$ cat config.mk
export PLATFORM = sky130hd
export DESIGN_NAME = mem_arbiter_flat
export DESIGN_NICKNAME = d
export VERILOG_FILES = /design/src/rtl/mem_arbiter_if.sv /design/src/rtl/mem_arbiter.sv /design/src/flat_wrapper.sv
export SDC_FILE = /design/constraint.sdc
export NUM_CORES = 1
export LEC_CHECK = 0
export CAP_MARGIN = 20
export CORE_MARGIN = 1.5
export CORE_UTILIZATION = 40
export DETAILED_ROUTE_END_ITERATION = 7
export GPL_TIMING_DRIVEN = 0
export PLACE_DENSITY = 0.75
export SLEW_MARGIN = 30
export SYNTH_ARGS = -nofsm -noshare
export SYNTH_HDL_FRONTEND = slang
export SYNTH_SLANG_ARGS = --single-unit
$ cat constraint.sdc
create_clock -name clk -period 2.4 [get_ports clk]
set_clock_uncertainty 0.2 [all_clocks]
set_input_delay 0.72 -clock clk [delete_from_list [all_inputs] [get_ports clk]]
set_output_delay 0.72 -clock clk [all_outputs]
set_load 0.1 [all_outputs]
$ cat src/rtl/mem_arbiter_if.sv
// Two-requester memory access bus plus the shared memory port it arbitrates.
interface mem_arbiter_if #(
   parameter int AW = 8,
   parameter int DW = 8
);
   logic          req0;
   logic          we0;
   logic [AW-1:0] addr0;
   logic [DW-1:0] wdata0;
   logic          ack0;
   logic [DW-1:0] rdata0;
   logic          err0;

   logic          req1;
   logic          we1;
   logic [AW-1:0] addr1;
   logic [DW-1:0] wdata1;
   logic          ack1;
   logic [DW-1:0] rdata1;
   logic          err1;

   logic [AW-1:0] mem_address;
   logic [DW-1:0] mem_write_data;
   logic          mem_read;
   logic          mem_write;
   logic [DW-1:0] mem_read_data;
   logic          busy;

   // Arbiter side
   modport slave (
      input  req0, we0, addr0, wdata0,
      output ack0, rdata0, err0,
      input  req1, we1, addr1, wdata1,
      output ack1, rdata1, err1,
      output mem_address, mem_write_data, mem_read, mem_write, busy,
      input  mem_read_data
   );

   // Requester/memory side
   modport master (
      output req0, we0, addr0, wdata0,
      input  ack0, rdata0, err0,
      output req1, we1, addr1, wdata1,
      input  ack1, rdata1, err1,
      input  mem_address, mem_write_data, mem_read, mem_write, busy,
      output mem_read_data
   );
endinterface

$ cat src/rtl/mem_arbiter.sv
// Round-robin arbiter/sequencer sharing one data-memory port between the CPU
// load/store unit (port 0) and the debug/DMA loader (port 1).
//
// state  | meaning
// IDLE   | waiting for a request; strobes low
// ACCESS | one cycle with the memory strobe asserted from latched request
// RESP   | one cycle ack to the granted port with rdata/err; strobes low
module mem_arbiter #(
   parameter int DEPTH = 32,
   parameter int AW    = 8,
   parameter int DW    = 8
) (
   input logic          clk,
   input logic          rst,
   mem_arbiter_if.slave bus
);
   typedef enum logic [1:0] {IDLE, ACCESS, RESP} state_t;

   // One extra bit so a DEPTH equal to 2**AW still compares correctly.
   localparam logic [AW:0] LIMIT = (AW+1)'(DEPTH);

   state_t        state;
   logic          last_grant;
   logic          lat_port;
   logic          lat_we;
   logic          lat_err;

   logic          gnt_valid;
   logic          gnt_port;
   logic          gnt_we;
   logic [AW-1:0] gnt_addr;
   logic [DW-1:0] gnt_wdata;
   logic          gnt_in_range;

   // Pick the winning requester: a lone request wins, a tie goes to the port
   // that did not win last time.
   always_comb begin
      gnt_valid = bus.req0 | bus.req1;
      gnt_port  = 1'b0;
      if (bus.req0 && bus.req1)
         gnt_port = ~last_grant;
      else if (bus.req1)
         gnt_port = 1'b1;
      gnt_we       = gnt_port ? bus.we1    : bus.we0;
      gnt_addr     = gnt_port ? bus.addr1  : bus.addr0;
      gnt_wdata    = gnt_port ? bus.wdata1 : bus.wdata0;
      gnt_in_range = {1'b0, gnt_addr} < LIMIT;
   end

   // Sequencer: strobes are registered at the grant edge so they are high
   // exactly for the ACCESS cycle and drop asynchronously on reset.
   always_ff @(posedge clk or posedge rst) begin
      if (rst) begin
         state              <= IDLE;
         last_grant         <= 1'b1;
         lat_port           <= 1'b0;
         lat_we             <= 1'b0;
         lat_err            <= 1'b0;
         bus.ack0           <= 1'b0;
         bus.rdata0         <= '0;
         bus.err0           <= 1'b0;
         bus.ack1           <= 1'b0;
         bus.rdata1         <= '0;
         bus.err1           <= 1'b0;
         bus.mem_address    <= '0;
         bus.mem_write_data <= '0;
         bus.mem_read       <= 1'b0;
         bus.mem_write      <= 1'b0;
         bus.busy           <= 1'b0;
      end else begin
         case (state)
            IDLE: begin
               if (gnt_valid) begin
                  state              <= ACCESS;
                  busy_set();
                  last_grant         <= gnt_port;
                  lat_port           <= gnt_port;
                  lat_we             <= gnt_we;
                  lat_err            <= ~gnt_in_range;
                  bus.mem_address    <= gnt_addr;
                  bus.mem_write_data <= gnt_wdata;
                  bus.mem_read       <= gnt_in_range & ~gnt_we;
                  bus.mem_write      <= gnt_in_range & gnt_we;
               end
            end
            ACCESS: begin
               state         <= RESP;
               bus.mem_read  <= 1'b0;
               bus.mem_write <= 1'b0;
               if (lat_port) begin
                  bus.ack1   <= 1'b1;
                  bus.err1   <= lat_err;
                  bus.rdata1 <= (lat_we || lat_err) ? '0 : bus.mem_read_data;
               end else begin
                  bus.ack0   <= 1'b1;
                  bus.err0   <= lat_err;
                  bus.rdata0 <= (lat_we || lat_err) ? '0 : bus.mem_read_data;
               end
            end
            RESP: begin
               state      <= IDLE;
               bus.busy   <= 1'b0;
               bus.ack0   <= 1'b0;
               bus.rdata0 <= '0;
               bus.err0   <= 1'b0;
               bus.ack1   <= 1'b0;
               bus.rdata1 <= '0;
               bus.err1   <= 1'b0;
            end
            default: state <= IDLE;
         endcase
      end
   end

   // Kept as a tiny helper so the grant branch reads as a list of latches.
   task automatic busy_set();
      bus.busy <= 1'b1;
   endtask
endmodule

$ cat src/flat_wrapper.sv
// flat-port wrapper written by rule: the top's interface ports become plain ports
module mem_arbiter_flat 
#(
   parameter int DEPTH = 32,
   parameter int AW    = 8,
   parameter int DW    = 8
)
  (clk, rst, bus_req0, bus_we0, bus_addr0, bus_wdata0, bus_ack0, bus_rdata0, bus_err0, bus_req1, bus_we1, bus_addr1, bus_wdata1, bus_ack1, bus_rdata1, bus_err1, bus_mem_address, bus_mem_write_data, bus_mem_read, bus_mem_write, bus_busy, bus_mem_read_data);
  mem_arbiter_if #(.AW(AW), .DW(DW)) bus_i ();
  input logic clk;
  input logic rst;
  input wire logic [$bits(bus_i.req0)-1:0] bus_req0;
  input wire logic [$bits(bus_i.we0)-1:0] bus_we0;
  input wire logic [$bits(bus_i.addr0)-1:0] bus_addr0;
  input wire logic [$bits(bus_i.wdata0)-1:0] bus_wdata0;
  output wire logic [$bits(bus_i.ack0)-1:0] bus_ack0;
  output wire logic [$bits(bus_i.rdata0)-1:0] bus_rdata0;
  output wire logic [$bits(bus_i.err0)-1:0] bus_err0;
  input wire logic [$bits(bus_i.req1)-1:0] bus_req1;
  input wire logic [$bits(bus_i.we1)-1:0] bus_we1;
  input wire logic [$bits(bus_i.addr1)-1:0] bus_addr1;
  input wire logic [$bits(bus_i.wdata1)-1:0] bus_wdata1;
  output wire logic [$bits(bus_i.ack1)-1:0] bus_ack1;
  output wire logic [$bits(bus_i.rdata1)-1:0] bus_rdata1;
  output wire logic [$bits(bus_i.err1)-1:0] bus_err1;
  output wire logic [$bits(bus_i.mem_address)-1:0] bus_mem_address;
  output wire logic [$bits(bus_i.mem_write_data)-1:0] bus_mem_write_data;
  output wire logic [$bits(bus_i.mem_read)-1:0] bus_mem_read;
  output wire logic [$bits(bus_i.mem_write)-1:0] bus_mem_write;
  output wire logic [$bits(bus_i.busy)-1:0] bus_busy;
  input wire logic [$bits(bus_i.mem_read_data)-1:0] bus_mem_read_data;
  assign bus_i.req0 = bus_req0;
  assign bus_i.we0 = bus_we0;
  assign bus_i.addr0 = bus_addr0;
  assign bus_i.wdata0 = bus_wdata0;
  assign bus_ack0 = bus_i.ack0;
  assign bus_rdata0 = bus_i.rdata0;
  assign bus_err0 = bus_i.err0;
  assign bus_i.req1 = bus_req1;
  assign bus_i.we1 = bus_we1;
  assign bus_i.addr1 = bus_addr1;
  assign bus_i.wdata1 = bus_wdata1;
  assign bus_ack1 = bus_i.ack1;
  assign bus_rdata1 = bus_i.rdata1;
  assign bus_err1 = bus_i.err1;
  assign bus_mem_address = bus_i.mem_address;
  assign bus_mem_write_data = bus_i.mem_write_data;
  assign bus_mem_read = bus_i.mem_read;
  assign bus_mem_write = bus_i.mem_write;
  assign bus_busy = bus_i.busy;
  assign bus_i.mem_read_data = bus_mem_read_data;
  mem_arbiter #(.DEPTH(DEPTH), .AW(AW), .DW(DW)) u_core (.clk(clk), .rst(rst), .bus(bus_i));
endmodule
[Word level (Yosys, flattened, before mapping)]
Index checks and enable logic that the tools add are counted.
Storage, ports and cells
  register bits after elaboration: 45
  input bits: 46
  output and inout port bits: 39
  logic and storage cells: 65
Cells by class
  order comparisons: 1
  eq/ne operators: 5
  mux-type cells: 26
  bitwise operators: 6
  reductions and logical operators: 11
Operator list (number)
  $mux 8: 5
  $pmux 8 s2: 2
  $pmux 1 s2: 7
  $mux 1: 10
  $reduce_and 2->1: 5
  $lt 8x6->1 const B: 1
  $reduce_bool 2->1: 3
  $ne 2x1->1 const B: 2
  $pmux 2 s2: 1
  $not 1->1: 3
  $and 1x1->1: 2
  $eq 2x1->1 const B: 1
  $eq 2x2->1 const B: 1
  $logic_not 2->1: 1
  $mux 2: 1
  $ne 2x2->1 const B: 1
  $logic_and 1x1->1: 1
  $logic_or 1x1->1: 1
  $or 1x1->1: 1

[Longest topological paths before layout]
Gate-level depths: netlist of the first run.
  word-level depth: 7
  mapped depth: 5

[Least setup slack after synthesis of the first run]
Ideal clock, no wire load.
  path kind: in2reg
  from: in bus_req1
  to: reg u_core.bus.mem_address[2]
  setup time: 125 ps
  data arrival time: 1627 ps
  path slack: 448 ps
  stages: 4
  buffers on the path: 1
  path through: a21boi_2 buf_6 mux2_2 mux2_2
Between the ends
  longest elaborated chain between the ends: 3
  elaborated cells between the ends (all ways): 6
  those cells by class: 3 x mux; 1 x bitwise; 2 x reduce/logical
RTL lines
  start, declared: line flat_wrapper.sv:19  | input wire logic [$bits(bus_i.req1)-1:0] bus_req1;
  $mux 1 / $logic_and 1x1->1 (equally long branches): line mem_arbiter.sv:42, mem_arbiter.sv:40
  $mux 1: line mem_arbiter.sv:40  | if (bus.req0 && bus.req1)
  $mux 8: line mem_arbiter.sv:45  | gnt_addr = gnt_port ? bus.addr1 : bus.addr0;
  end signal, assigned: line mem_arbiter.sv:80  | bus.mem_address <= gnt_addr;
  end, declared: line mem_arbiter_if.sv:35  | output mem_address, mem_write_data, mem_read, mem_write, busy,
Several ways; a longest one is shown, not always the timed one.
A chain may end at the register's enable or synchronous reset.

[Worst setup path after layout of the first run]
  from: in bus_req1
  to: reg u_core.bus.mem_write_data[7]
Between the ends
  longest elaborated chain between the ends: 3
  elaborated cells between the ends (all ways): 6
  those cells by class: 3 x mux; 1 x bitwise; 2 x reduce/logical
RTL lines
  $mux 1 / $logic_and 1x1->1 (equally long branches): line mem_arbiter.sv:42, mem_arbiter.sv:40
  $mux 1: line mem_arbiter.sv:40
  $mux 8: line mem_arbiter.sv:46  | gnt_wdata = gnt_port ? bus.wdata1 : bus.wdata0;
  end signal, assigned: line mem_arbiter.sv:81  | bus.mem_write_data <= gnt_wdata;
  end, declared: line mem_arbiter_if.sv:35
Several ways; a longest one is shown, not always the timed one.

==> results of run 1 <==
[synth_stat cells (2+ instances only)]
cell       count  area share, %
mux2i_1        2           0.93
nand2_1       12            2.1
o32a_1         2           0.93
nor2_1         8            1.4
nor3_1         2           0.47
buf_6          4            2.1
clkbuf_1       7            1.2
mux2_2        31             16
o21ai_0       12            2.8
a2bb2oi_1      2           0.81
a32oi_1       16            6.5
buf_2          3           0.70
dfrtp_1       44             51
o2bb2ai_1      9            3.7
a21oi_1        2           0.47
inv_1          4           0.70
nor2b_1        4            1.2
[metrics by stage]
stage               hold WS [ns]  setup WS [ns]  total power [W]
floorplan                  0.282          0.422          0.00352
global placement           0.266         -0.515          0.00422
detailed placement         0.274         -0.274          0.00427
CTS                        0.296        0.00420          0.00468
global route               0.302         0.0216          0.00485
finish                     0.288         0.0833          0.00464
[final timing paths]
check                                                           end  slack, ns  depth (start not counted)
max                        u_core.bus.mem_write_data[7]$_DFFE_PP0P_       0.08                          5
min                                     u_core.bus.busy$_DFFE_PP0P_       0.29                          1
max reg2reg                   u_core.bus.mem_address[3]$_DFFE_PP0P_       0.54                          5
min reg2reg                             u_core.bus.busy$_DFFE_PP0P_       0.29                          1
max in group asynchronous             u_core.last_grant$_DFFE_PP1P_       0.81                          3
min in group asynchronous     u_core.bus.mem_address[7]$_DFFE_PP0P_       0.61                          2
[power by group]
group / internal [W] / leakage (nW) / switching (W)
logic: 0.000779 / 0.689 / 0.00221
clock network: 0.000202 / 0.0450 / 0.000253
registers: 0.00103 / 0.565 / 0.000165
total: 0.00201 / 1.30 / 0.00263
[layer usage]
metal / GRT usage, % / vias to the layer above / part of all wire [%]
met5: 0 / - / 0
met4: 7.41 / 0 / 1.7
met3: 8.74 / 7 / 10
met2: 31.6 / 78 / 46
met1: 22.9 / 865 / 42
li1: - / 850 / -
[sequential cells by signal, summed over array words and instances, names as in the netlist, 2 cells and up]
name,flops
u_core.bus.rdata1,8
u_core.bus.rdata0,8
u_core.bus.mem_address,8
u_core.state,2
u_core.bus.mem_write_data,8
[cell families after synthesis]
group / Yosys count / share of synthesized area, %
buf+inv: 18 / 4.71
flops: 45 / 52.4
simple gates: 30 / 6.46
mux: 34 / 17.9
compound gates: 51 / 18.6
[layout by cell type (no fill, tap or decap), drive strengths merged, types with 4 or more instances in the layout]
cell           Yosys  routed
clkbuf             7      14
buf                7       8
o21ai             12      12
a32oi             16      16
nor2b              4       4
o2bb2ai            9       9
nor2               9       9
mux2              32      32
inv                4       4
nand2             12      12
clkdlybuf4s15      0      38
clkdlybuf4s50      0      45
dfrtp             44      44
[worst max-delay path, stage by stage]
cell and delay (ns):
clkdlybuf4s50_1 0.55, a21boi_4 0.24, buf_6 0.18, mux2_2 0.34, mux2_2 0.26
[area by class of cell]
type                       instances  area (um2)
fill                             427        1900
sequential                        45        1130
multi-input combinational        115         930
timing repair buffer              85         911
tap                               70        87.6
buffer                            14        86.3
clock buffer                       6        72.6
inverter                           4        15.0
clock inverter                     2        10.0
==> flow_summary.yaml, run 1 <==
clock_tree:
  ctsResizeCount: 116
  cts-root-to-sink-buffers: 2
  post_cts_hold_buffer_count: 0
  worst_setup_hold_path_clk_slew_ns: 0.09
  ctsRootBufferMaster: "clkbuf_8"
  clock-sinks: 45
  h-tree-depth: 2
  clk-insertion-delay-late_ns: 0.30
  post-cts-setup-buffer-count: 0
  cts_tree: "built"
  cts-buffers-inserted: 5
synthesis:
  synth_async_reset_ratio_pct: 100
  synthesis.area_um2: 2150
  synth_nets: 224
  synth-seq-area-share_pct: 52.4
  syn-instance-count: 178
  synth-warning-count: 0
  ys_seq_elements: 45
  synth_cell_type_count: 31
  synth-main-ff-cell: "dfrtp_1"
  average_footprint_of_a_synthesized_cell_um2: 12.1
  count_of_flip_flops_with_a_built_in_enable_after_synthesis: 0
setup_path:
  worstSetupStartpointType: "input pin"
  arrival_ns: 2.30
  regToRegStartpoint: "u_core.state[0]$_DFFE_PP0P_"
  worst_setup_path_startpoint: "bus_req1"
  critical_path.endpoint_type: "register"
  timing_worst_setup_path_type: "in -> reg"
  crit_required_ns: 2.39
  crit_fanout: 10
global_route:
  global_route_wire_length_before_repair_um: 8980
  globalRoute.totalOverflow: 0
  track_usage_pct: 19.6
  maximum_number_of_pins_on_one_net_before_global_route_repair: 28
  number_of_antenna_violations_at_the_first_check_in_global_routing: 0
  first_global_vias: 1855
drt:
  routed-via-count: 1800
  drc_errors: 0
  drt_first_pass_iters: 4
  viasPerCell: 5.28
  drt_iter0_markers: 110
  drt.antenna.violating_nets: 0
  wl_per_cell_um: 15.7
  wirelength_um: 5340
die:
  io_pins: 85
  core_area_um2: 5140
  die_height_um: 76.3
  fp.dieArea_um2: 5830
  fp.dieW_um: 76.3
  start_util_pct: 41.8
  fp-row-count: 26
sta:
  max_clock_freq_ghz: 0.432
  tightestPinTransition_ns: 0.613
  grt_setup_unrepaired: "no"
  timing_max_transition_violations_final: 0
  fin_crit_sh_pct: 96.5
  finalSetupViolations: 0
  slew_headroom_pct: 59.0
  final_period_minus_worst_setup_slack_ns: 2.32
  finalSetupTns_ns: 0
  timing.final.hold_violations: 0
power_and_ir_drop:
  leakagePower_nw: 1.30
  power.ir.vdd_worst_v: 0.000965
  cellPowerDensity_nw_per_um2: 1430
layout:
  non_filler_cells_final: 341
  finish.utilization_pct: 63.0
  post_route_cells_drive_above_1_share_pct: 33.9
  antennaDiodeCount: 0
  fin_nets: 316
  synthToLayoutAreaGrowth_pct: 50.6
  finish.instance_area_um2: 3240
placement:
  io_buffers: 84
  dp.cells: 333
  placed_cell_area_um2: 3110
  detailedPlacementHpwl_um: 3940
  gpl.final_weighted_congestion: 0.754
run:
  max_cap_violations: 0
outcome:
  result_of_the_run: "finished clean"
min_path:
  worstHoldStart: "u_core.bus.busy$_DFFE_PP0P_"
  hold_class: "reg -> reg"
Note: power is estimated with default switching activity, not from simulation.
==> inputs of run 2 (changes only) <==
- CTS_BUF_LIST: not set -> sky130_fd_sc_hd__clkbuf_4
- clock period: 2.4 -> 2.21 ns (I/O delays scaled with it)
==> flow_summary.yaml, run 2 (synthesized netlist as in run 1, its figures left out) <==
outcome:
  result_of_the_run: "finished clean"
drt:
  wirelength_um: 5380
  drc_errors: 0
  wl_per_cell_um: 15.8
  drt_first_pass_iters: 4
  drt_iter0_markers: 95
  routed-via-count: 1812
  viasPerCell: 5.31
  drt.antenna.violating_nets: 0
global_route:
  first_global_vias: 1857
  maximum_number_of_pins_on_one_net_before_global_route_repair: 28
  global_route_wire_length_before_repair_um: 8960
  globalRoute.totalOverflow: 0
  track_usage_pct: 19.4
  number_of_antenna_violations_at_the_first_check_in_global_routing: 0
min_path:
  hold_class: "reg -> reg"
sta:
  max_clock_freq_ghz: 0.461
  tightestPinTransition_ns: 0.619
  timing_max_transition_violations_final: 0
  slew_headroom_pct: 58.6
  timing.final.hold_violations: 0
  finalSetupViolations: 0
  final_period_minus_worst_setup_slack_ns: 2.17
  final_critical_path_setup_slack_ns: 0.0430
  fin_crit_sh_pct: 98.1
  grt_setup_unrepaired: "no"
setup_path:
  critical_path.endpoint: "bus_mem_write"
  regToRegStartpoint: "u_core.state[0]$_DFFE_PP0P_"
  path_depth_of_the_worst_reg2reg_path: 5
  worst_setup_path_startpoint: "u_core.bus.mem_write$_DFFE_PP0P_"
  critical_path_buf_inv_count: 1
  crit_required_ns: 1.35
  timing.critical_path.cells: "clkdlybuf4s15_2"
  critical_path.top_delay_family: "buffers and inverters"
  worstSetupStartpointType: "register"
  crit_fanout: 2
  critical_path.endpoint_type: "output pin"
  r2r_slack_ns: 0.34
  arrival_ns: 1.30
  crit_path_top_delay_cell: "clkdlybuf4s15_2"
  timing_worst_setup_path_type: "reg -> out"
  crit_cells: 1
  r2r_end: "u_core.bus.mem_address[3]$_DFFE_PP0P_"
  peak_per_stage_delay_on_the_critical_path_ns: 0.57
clock_tree:
  clock-sinks: 45
  post-cts-setup-buffer-count: 0
  clk-insertion-delay-late_ns: 0.36
  h-tree-depth: 2
  ctsRootBufferMaster: "clkbuf_4"
  cts-buffers-inserted: 5
  cts-root-to-sink-buffers: 2
  worst_setup_hold_path_clk_slew_ns: 0.14
  cts_tree: "built"
layout:
  final_cell_mix: "44 x clkdlybuf4s50_1, 44 x dfrtp_1, 31 x mux2_2, 26 x buf_2, 16 x a32oi_1"
  post_route_cells_drive_above_1_share_pct: 34.3
  non_filler_cells_final: 341
  antennaDiodeCount: 0
  nFillCells: 456
  multi_input_comb_area_um2: 930
  fin_nets: 316
  finish.utilization_pct: 59.8
  finish.instance_area_um2: 3070
  sequential_cell_area_um2: 1130
  synthToLayoutAreaGrowth_pct: 42.8
placement:
  gpl.final_weighted_congestion: 0.754
  detailedPlacementHpwl_um: 3940
  dp.cells: 333
  placed_cell_area_um2: 3110
  io_buffers: 84
  dp_slack_ns: -0.407
die:
  io_pins: 85
  fp-row-count: 26
  fp.dieW_um: 76.3
  fp.dieArea_um2: 5830
  start_util_pct: 41.8
  core_area_um2: 5140
  die_height_um: 76.3
power_and_ir_drop:
  cellPowerDensity_nw_per_um2: 1590
  p_total_w: 0.00488
  power.ir.vdd_worst_v: 0.00106
  leakagePower_nw: 1.32
run:
  max_cap_violations: 0
-- run 2: cell count changes in the layout (fill, tap and decap cells not counted), sizes merged --
cell,previous run,this run
clkdlybuf4s15,38,12
buf,8,31
clkdlybuf4s18,0,4
clkbuf,14,13
clkdlybuf4s50,45,44
dlymetal6s2s,0,1
-- run 2: final cells by class --
class	count	share of cell area (%)
Multi-Input combinational cell	115	30.3
Timing Repair Buffer	85	25.1
Sequential cell	45	36.7
Clock buffer	6	1.47
Tap cell	70	2.85
Buffer	14	2.81
Clock inverter	2	0.326
Inverter	4	0.489
-- run 2: metal layers --
layer | global-route usage (%) | vias to the layer above | part of all wire [%]
met5 | 0 | - | 0
met4 | 6.30 | 0 | 1.4
met3 | 8.74 | 6 | 10
met2 | 31.5 | 81 | 47
met1 | 22.9 | 873 | 41
li1 | - | 852 | -
-- run 2: worst min path at each step --
stage | start | end | cells past startpoint
floorplan | u_core.lat_we$_DFFE_PP0P_ | u_core.lat_we$_DFFE_PP0P_ | 1
global placement | u_core.bus.busy$_DFFE_PP0P_ | u_core.bus.busy$_DFFE_PP0P_ | 1
global route | u_core.bus.busy$_DFFE_PP0P_ | u_core.bus.busy$_DFFE_PP0P_ | 1
finish | u_core.bus.busy$_DFFE_PP0P_ | u_core.bus.busy$_DFFE_PP0P_ | 1
detailed placement | u_core.bus.busy$_DFFE_PP0P_ | u_core.bus.busy$_DFFE_PP0P_ | 1
CTS | u_core.bus.busy$_DFFE_PP0P_ | u_core.bus.busy$_DFFE_PP0P_ | 1
-- run 2: repair_timing --
action | in CTS | in global routing
resized for setup | 128 | 41
pin swaps | 0 | 0
setup endpoints to repair | 39 | 41
hold buffers | 0 | 0
hold endpoints to repair | 0 | 0
-- run 2: per-stage QoR --
stage,hold slack [ns],TNS [ns]
2_1_floorplan,0.282,0
3_3_place_gp,0.266,-40.61
3_5_place_dp,0.274,-12.43
4_1_cts,0.307,0
5_1_grt,0.314,0
6_report,0.299,0
-- run 2: report_power, final --
group | internal (W) | leakage, nW | total [W] | switching [W]
combinational | 0.000784 | 0.723 | 0.00318 | 0.00240
sequential | 0.00111 | 0.565 | 0.00129 | 0.000176
clock | 0.000134 | 0.0354 | 0.000401 | 0.000267
==> inputs of run 3 (changes only) <==
- CTS_BUF_LIST: sky130_fd_sc_hd__clkbuf_4 -> not set
- PLACE_DENSITY: 0.75 -> not set
- PLACE_DENSITY_LB_ADDON: not set -> 0.3
==> flow_summary.yaml, run 3 (synthesized netlist as in run 1, its figures left out) <==
outcome:
  result_of_the_run: "finished clean"
global_route:
  maximum_number_of_pins_on_one_net_before_global_route_repair: 26
  global_route_wire_length_before_repair_um: 8560
  track_usage_pct: 18.2
  number_of_antenna_violations_at_the_first_check_in_global_routing: 0
  first_global_vias: 1833
  globalRoute.totalOverflow: 0
min_path:
  worst_hold_path.num_cells: 1
  hold_class: "reg -> reg"
drt:
  drc_errors: 0
  wl_per_cell_um: 15.1
  drt_iter0_markers: 65
  wirelength_um: 5160
  drt.antenna.violating_nets: 0
  routed-via-count: 1796
  viasPerCell: 5.27
  drt_first_pass_iters: 4
die:
  fp.dieArea_um2: 5830
  io_pins: 85
  start_util_pct: 41.8
  core_area_um2: 5140
  fp-row-count: 26
  fp.dieW_um: 76.3
  die_height_um: 76.3
clock_tree:
  h-tree-depth: 2
  clk-insertion-delay-late_ns: 0.30
  post-cts-setup-buffer-count: 0
  post_cts_hold_buffer_count: 0
  cts_tree: "built"
  clock-sinks: 45
  cts-root-to-sink-buffers: 2
  worst_setup_hold_path_clk_slew_ns: 0.09
  cts-buffers-inserted: 5
  ctsRootBufferMaster: "clkbuf_8"
placement:
  gpl.final_weighted_congestion: 0.782
  io_buffers: 84
  placed_cell_area_um2: 3100
  detailedPlacementHpwl_um: 3830
setup_path:
  regToRegStartpoint: "u_core.state[0]$_DFFE_PP0P_"
  arrival_ns: 1.27
  crit_required_ns: 1.35
  worst_setup_path_startpoint: "u_core.bus.rdata1[1]$_DFFE_PP0P_"
  worstSetupStartpointType: "register"
  critical_path.endpoint_type: "output pin"
  critical_path.endpoint: "bus_rdata1[1]"
  timing_worst_setup_path_type: "reg -> out"
  crit_cells: 1
  critical_path_buf_inv_count: 1
  crit_fanout: 3
  r2r_end: "u_core.lat_we$_DFFE_PP0P_"
  crit_path_top_delay_cell: "clkdlybuf4s15_2"
  r2r_slack_ns: 0.37
  timing.critical_path.cells: "clkdlybuf4s15_2"
  peak_per_stage_delay_on_the_critical_path_ns: 0.58
  critical_path.top_delay_family: "buffers and inverters"
  path_depth_of_the_worst_reg2reg_path: 5
sta:
  finalSetupViolations: 0
  grt_setup_unrepaired: "no"
  slew_headroom_pct: 58.8
  fin_worst_hold_slack_ns: 0.297
  timing.final.hold_violations: 0
  fin_crit_sh_pct: 96.5
  max_clock_freq_ghz: 0.469
  timing_max_transition_violations_final: 0
  tightestPinTransition_ns: 0.616
  finalSetupTns_ns: 0
  final_period_minus_worst_setup_slack_ns: 2.13
layout:
  final_cell_mix: "44 x dfrtp_1, 43 x clkdlybuf4s50_1, 39 x clkdlybuf4s15_2, 31 x mux2_2, 16 x a32oi_1"
  fin_nets: 316
  synthToLayoutAreaGrowth_pct: 50.7
  antennaDiodeCount: 0
  finish.instance_area_um2: 3240
  finish.utilization_pct: 63.1
  most_common_cell_after_layout_fill_and_taps_aside: "dfrtp_1"
  post_route_cells_drive_above_1_share_pct: 33.6
power_and_ir_drop:
  cellPowerDensity_nw_per_um2: 1550
  power.ir.vdd_worst_v: 0.000829
  leakagePower_nw: 1.31
run:
  max_cap_violations: 0
[run 3: timing repair]
item,in CTS,in global routing
gates resized for setup,120,1
endpoints found under the setup margin,56,16
pin swaps,0,0
[run 3: routing by layer]
| metal | up-vias | global-route usage [%] | wire, um |
|---|---|---|---|
| met3 | 9 | 4.91 | 328 |
| met4 | 0 | 6.11 | 69 |
| met5 | - | 0 | 0 |
| met2 | 65 | 29.3 | 2510 |
| li1 | 849 | - | - |
| met1 | 873 | 23.9 | 2250 |
[run 3: report_power, final]
group | internal, W | switching, W | total [W]
Clock | 0.000222 | 0.000277 | 0.000500
Sequential | 0.00112 | 0.000177 | 0.00129
Combinational | 0.000853 | 0.00239 | 0.00324
[run 3: worst min-delay path by stage]
stage,start,endpoint
2_1_floorplan,u_core.lat_we$_DFFE_PP0P_,u_core.lat_we$_DFFE_PP0P_
5_1_grt,u_core.bus.busy$_DFFE_PP0P_,u_core.bus.busy$_DFFE_PP0P_
3_3_place_gp,u_core.bus.busy$_DFFE_PP0P_,u_core.bus.busy$_DFFE_PP0P_
6_report,u_core.bus.busy$_DFFE_PP0P_,u_core.bus.busy$_DFFE_PP0P_
4_1_cts,u_core.bus.busy$_DFFE_PP0P_,u_core.bus.busy$_DFFE_PP0P_
3_5_place_dp,u_core.bus.busy$_DFFE_PP0P_,u_core.bus.busy$_DFFE_PP0P_
[run 3: area by class of cell]
cell class                      count  area [um2]
Clock inverter                      1        5.00
Sequential cell                    45        1130
Fill cell                         452        1900
Tap cell                           70        87.6
Timing Repair Buffer               85         911
Multi-Input combinational cell    115         930
Buffer                             14        90.1
Clock buffer                        7        76.3
Inverter                            4        15.0
[run 3: stage by stage]
step                setup WS, ns  total power (W)  std cells
floorplan                  0.289          0.00382        178
CTS                       0.0212          0.00506        341
global placement          -0.653          0.00458        332
global route              0.0391          0.00523        341
detailed placement        -0.374          0.00462        333
finish                    0.0776          0.00503        341
